`src/rtl/wdt_pkg.sv`:
```
// Shared definitions for the watchdog timer: register offsets and FSM state encoding.
package wdt_pkg;

  localparam logic [11:0] WDEN_ADDR   = 12'h100;
  localparam logic [11:0] WDLIVE_ADDR = 12'h200;
  localparam logic [11:0] WTOCNT_ADDR = 12'h300;
  localparam logic [11:0] WDCNT_ADDR  = 12'h400;
  localparam logic [11:0] WDEXP_ADDR  = 12'h500;

  typedef enum logic [1:0] {
    IDLE    = 2'd0,
    COUNT   = 2'd1,
    EXPIRED = 2'd2
  } wdt_state_e;

endpackage

```
`src/rtl/wdt_timer.sv`:
```
// Watchdog timer with a small register slave; raises a registered timeout level
// when the free-running count reaches the programmed limit.
module wdt_timer
  import wdt_pkg::*;
#(
  parameter int unsigned CNT_W = 32,
  parameter int unsigned EXP_W = 8
) (
  input  logic             clk,
  input  logic             rst,
  input  logic             wr_en,
  input  logic [11:0]      addr,
  input  logic [31:0]      wdata,
  output logic [31:0]      rdata,
  output logic             timeout,
  output logic [EXP_W-1:0] expired
);

  wdt_state_e       state, state_nxt;
  logic [CNT_W-1:0] cnt, cnt_nxt;
  logic [CNT_W-1:0] wtocnt, wtocnt_nxt;
  logic [EXP_W-1:0] exp_cnt, exp_nxt;
  logic             active;
  logic             wr_den, wr_live, wr_tocnt;

  assign active   = (state != IDLE);
  assign wr_den   = wr_en && (addr == WDEN_ADDR);
  assign wr_live  = wr_en && (addr == WDLIVE_ADDR);
  assign wr_tocnt = wr_en && (addr == WTOCNT_ADDR);

  always_ff @(posedge clk or negedge rst) begin
    if (!rst) begin
      state   <= IDLE;
      cnt     <= '0;
      wtocnt  <= '0;
      exp_cnt <= '0;
    end else begin
      state   <= state_nxt;
      cnt     <= cnt_nxt;
      wtocnt  <= wtocnt_nxt;
      exp_cnt <= exp_nxt;
    end
  end

  // Effective writes take priority over the expiry compare; ignored writes
  // (kick with bit0=0, kick while idle, read-only or unmapped) do not.
  always_comb begin
    state_nxt  = state;
    cnt_nxt    = cnt;
    wtocnt_nxt = wtocnt;
    exp_nxt    = exp_cnt;
    if (wr_den) begin
      state_nxt = wdata[0] ? COUNT : IDLE;
      cnt_nxt   = '0;
    end else if (wr_live && wdata[0] && active) begin
      state_nxt = COUNT;
      cnt_nxt   = '0;
    end else if (wr_tocnt) begin
      wtocnt_nxt = CNT_W'(wdata);
      if (active) begin
        state_nxt = COUNT;
        cnt_nxt   = '0;
      end
    end else if (state == COUNT) begin
      if (cnt == wtocnt) begin
        state_nxt = EXPIRED;
        if (exp_cnt != '1) exp_nxt = exp_cnt + 1'b1;
      end else begin
        cnt_nxt = cnt + 1'b1;
      end
    end
  end

  // EXPIRED is a registered state, so timeout is glitch-free and drops with reset.
  assign timeout = (state == EXPIRED);
  assign expired = exp_cnt;

  always_comb begin
    rdata = '0;
    case (addr)
      WDEN_ADDR:   rdata = {31'd0, active};
      WTOCNT_ADDR: rdata = 32'(wtocnt);
      WDCNT_ADDR:  rdata = 32'(cnt);
      WDEXP_ADDR:  rdata = 32'(exp_cnt);
      default:     rdata = '0;
    endcase
  end

endmodule

```
`config.mk`:
```
export PLATFORM = sky130hd
export DESIGN_NAME = wdt_timer
export DESIGN_NICKNAME = d
export VERILOG_FILES = /design/src/rtl/wdt_pkg.sv /design/src/rtl/wdt_timer.sv
export SDC_FILE = /design/constraint.sdc
export NUM_CORES = 1
export LEC_CHECK = 0
export CAP_MARGIN = 20
export CORE_UTILIZATION = 55
export DETAILED_ROUTE_END_ITERATION = 8
export PLACE_DENSITY = 0.83
export SYNTH_ARGS = -nofsm -noshare
export SYNTH_HDL_FRONTEND = slang
export SYNTH_SLANG_ARGS = --single-unit
```
`constraint.sdc`:
```
create_clock -name clk -period 6.4 [get_ports clk]
set_input_delay 0.64 -clock clk [delete_from_list [all_inputs] [get_ports clk]]
set_output_delay 0.64 -clock clk [all_outputs]
set_load 0.01 [all_outputs]
```
==> flow_metrics.tcl <==
set metrics [dict create \
    syn_to_final_growth_pct 23.8 \
    synth_nets 522 \
    dr_total_vias 4273 \
    synthesis.area_per_instance_um2 9.62 \
    drcViolationCount 0 \
    unrepaired_setup_endpoints_after_global_routing "false" \
    pwr_density_cell_nw_per_um2 162 \
    die-height_um 93.0 \
    critical_path.endpoint_type "output port" \
    globalRouteTotalUtil_pct 31.1 \
    postRouteAntennaNets 0 \
    synth.ff_latch_count 74 \
    cts_inserted_buffers 9 \
    synth_flop_cell "sky130_fd_sc_hd__dfrtp_1" \
    final.setup_skew_ps 14.9 \
    buffer_ports.inserted 87 \
    post_drt_via_cell_ratio 6.67 \
    fillers 583 \
    timing.final.hold_violations 0 \
    worstPathMaxFanout 32 \
    avgRoutedWirePerCell_um 20.2 \
    postCtsSetupRepairBufs 0 \
    ys_types 52 \
    grt_remaining_overflow 0 \
    ctsLongestPathBuffers 2 \
    grt_pass1_vias 4151 \
    dr.first_iter.drc_count 438 \
    maximum_number_of_pins_on_one_net_before_global_route_repair 75 \
    holdBufCountCts 0 \
    synth-edff-count 0 \
    final_cell_count_no_fill 641 \
    die_width_um 93.0 \
    required_time_of_the_critical_path_ps 5760 \
    netlist_instances 473 \
    root_buffer_master "sky130_fd_sc_hd__clkbuf_8" \
    vdd.ir_drop.worst_v 0.000130 \
    diodes 0 \
    antenna_violations_before_repair 0 \
    ys.warnings.count 0 \
    worstSkewPairLatency_ps 360 \
    core_um2 7850 \
    final_period_minus_worst_setup_slack_ps 4380 \
    final-setup-viol-count 0 \
    detail_route.wirelength_um 13000 \
    clock.fmax_ghz 0.229 \
    worst_ep_arrival_time_ps 3740 \
    pin_slew_with_the_least_headroom_to_its_limit_ps 1070 \
    layout_setup_ws_ps 2020 \
    placement_rows 32 \
    detail_route.first_pass.iterations 6 \
    clock-sinks 74 \
    tritoncts_clock_tree "yes" \
    run_status "completed" \
    initial_core_util_pct 58.0 \
    cellLeakagePower_uw 0.00235 \
    cap_viol_max_count 0 \
    worst_hold_path_type "in2async" \
    grt_pass1_wl_um 20700 \
    floorplan.io_pins 88 \
    post_cts.resized_instances 0 \
    accumulated_negative_setup_slack_ps 0 \
    cts.htree.levels 3 \
    cts.reportedPaths.clkPinSlew_ps 80 \
    critPathLaunchType "primary input" \
    layout_common_cells "sky130_fd_sc_hd__clkdlybuf4s50_1, sky130_fd_sc_hd__dfrtp_1, sky130_fd_sc_hd__nand2_1, sky130_fd_sc_hd__xnor2_1, sky130_fd_sc_hd__mux2_1" \
    worst_slew_margin_rel_pct 27.9 \
    dieArea_um2 8640 \
    fraction_of_final_layout_cells_sized_beyond_drive_strength_1_pct 6.86 \
    finalCritPeriodShare_pct 68.4 \
    post-place-cells 624 \
    post-dp-hpwl_um 8900 \
    dp_slack_ps 1590 \
    total_number_of_nets_in_the_final_design 583 \
    routability_congestion_estimate 0.889 \
    netlist_area_um2 4550 \
    synth_sequential_area_ratio_pct 40.7 \
    critPathKind "in2out" \
    async_flop_share_pct 100 \
    slew_viol_final 0 \
    layout_commonest_cell "sky130_fd_sc_hd__clkdlybuf4s50_1" \
]
## worst paths after layout
check | startpoint | end | slack [ps] | depth (start not counted)
max | addr[4] | rdata[2] | 2020 | 7
min | rst | wtocnt[1] | 500 | 2
max reg2reg | cnt[6] | cnt[22] | 3680 | 6
min reg2reg | expired[7] | expired[7] | 540 | 1
max in group asynchronous | rst | state[0] | 5280 | 2
min in group clk | expired[7] | expired[7] | 540 | 1
## stage by stage
stage / power, µW / hold WS, ps / cell area, µm² / utilization (%)
global placement: 537 / 516 / 5380 / 68.6
finish: 913 / 499 / 5630 / 71.7
detailed placement: 539 / 527 / 5400 / 68.8
floorplan: 496 / 344 / 4550 / -
CTS: 913 / 536 / 5600 / 71.4
global route: 943 / 563 / 5630 / 71.7
## cell usage after synthesis (2+ instances only)
| library cell | number | share of area [%] |
|---|---|---|
| sky130_fd_sc_hd__a32oi_1 | 3 | 0.58 |
| sky130_fd_sc_hd__a22o_1 | 25 | 4.8 |
| sky130_fd_sc_hd__mux2_1 | 30 | 7.4 |
| sky130_fd_sc_hd__o311ai_1 | 2 | 0.39 |
| sky130_fd_sc_hd__a31o_2 | 4 | 0.77 |
| sky130_fd_sc_hd__o211ai_1 | 8 | 1.3 |
| sky130_fd_sc_hd__mux2_2 | 5 | 1.2 |
| sky130_fd_sc_hd__nand2_1 | 42 | 3.5 |
| sky130_fd_sc_hd__ha_1 | 2 | 0.55 |
| sky130_fd_sc_hd__buf_2 | 5 | 0.55 |
| sky130_fd_sc_hd__a211o_1 | 3 | 0.58 |
| sky130_fd_sc_hd__nor2b_1 | 2 | 0.27 |
| sky130_fd_sc_hd__inv_1 | 13 | 1.1 |
| sky130_fd_sc_hd__and3_1 | 7 | 0.96 |
| sky130_fd_sc_hd__o21ai_0 | 16 | 1.8 |
| sky130_fd_sc_hd__a222oi_1 | 8 | 1.8 |
| sky130_fd_sc_hd__nor4_1 | 5 | 0.69 |
| sky130_fd_sc_hd__clkbuf_1 | 32 | 2.6 |
| sky130_fd_sc_hd__or4_1 | 6 | 0.99 |
| sky130_fd_sc_hd__dfrtp_1 | 74 | 41 |
| sky130_fd_sc_hd__or3_1 | 3 | 0.41 |
| sky130_fd_sc_hd__o311ai_0 | 2 | 0.39 |
| sky130_fd_sc_hd__nand4_1 | 25 | 3.4 |
| sky130_fd_sc_hd__nor3_1 | 13 | 1.4 |
| sky130_fd_sc_hd__buf_6 | 3 | 0.74 |
| sky130_fd_sc_hd__a21oi_1 | 6 | 0.66 |
| sky130_fd_sc_hd__nand3_1 | 25 | 2.8 |
| sky130_fd_sc_hd__and4_1 | 6 | 1.2 |
| sky130_fd_sc_hd__a31oi_1 | 5 | 0.69 |
| sky130_fd_sc_hd__o31ai_1 | 9 | 1.5 |
| sky130_fd_sc_hd__a21o_1 | 6 | 0.99 |
| sky130_fd_sc_hd__and2_1 | 10 | 1.4 |
| sky130_fd_sc_hd__nand2b_1 | 2 | 0.27 |
| sky130_fd_sc_hd__nor2_1 | 11 | 0.91 |
| sky130_fd_sc_hd__xnor2_1 | 37 | 7.1 |
| sky130_fd_sc_hd__nor3b_1 | 2 | 0.33 |
## metal layers
layer  up-vias  wire length, µm  track usage, %
li1       1899                -               -
met1      2075             5190            41.9
met2       270             6130            47.9
met3        29             1350            9.44
met4         0              278            10.1
met5         -                0               0
## final cells by class
cell class / instances / area [µm²] / area share [%]
clock inverters: 5 / 62.6 / 1.11
flip-flops and latches: 74 / 1850 / 32.9
multi-input cells: 343 / 2460 / 43.7
clock buffers: 11 / 141 / 2.51
well taps: 102 / 128 / 2.27
inverters: 13 / 48.8 / 0.867
repair buffers: 93 / 938 / 16.7
## sequential cells by signal (all words and copies together) (netlist names)
| name | cells |
|---|---|
| cnt | 32 |
| wtocnt | 32 |
| expired | 8 |
| state | 2 |
## worst max-delay path: stages
cell	delay (ps)
sky130_fd_sc_hd__clkdlybuf4s50_1	400
sky130_fd_sc_hd__or4_4	540
sky130_fd_sc_hd__nor4_4	470
sky130_fd_sc_hd__and4bb_2	790
sky130_fd_sc_hd__a222oi_1	230
sky130_fd_sc_hd__inv_1	110
sky130_fd_sc_hd__clkdlybuf4s50_1	550
## logic make-up (layout without fill, tap and decap cells)
logic type / after synthesis / in the layout / share of synthesized area (%)
and+or+nand+nor: 168 / 168 / 20.6
AOI/OAI and AO/OA: 100 / 100 / 16.8
DFF: 74 / 74 / 40.7
buffers and inverters: 56 / 122 / 5.36
xor gates and xnor gates: 38 / 38 / 7.32
muxes: 35 / 35 / 8.66
adders and majority gates: 2 / 2 / 0.550
## power by group
group | switching, µW | internal [µW]
Sequential | 6.14 | 470
Clock | 190 | 193
Combinational | 22.2 | 32.1
Total | 218 | 695
Note: power is estimated with default switching activity, not from simulation.
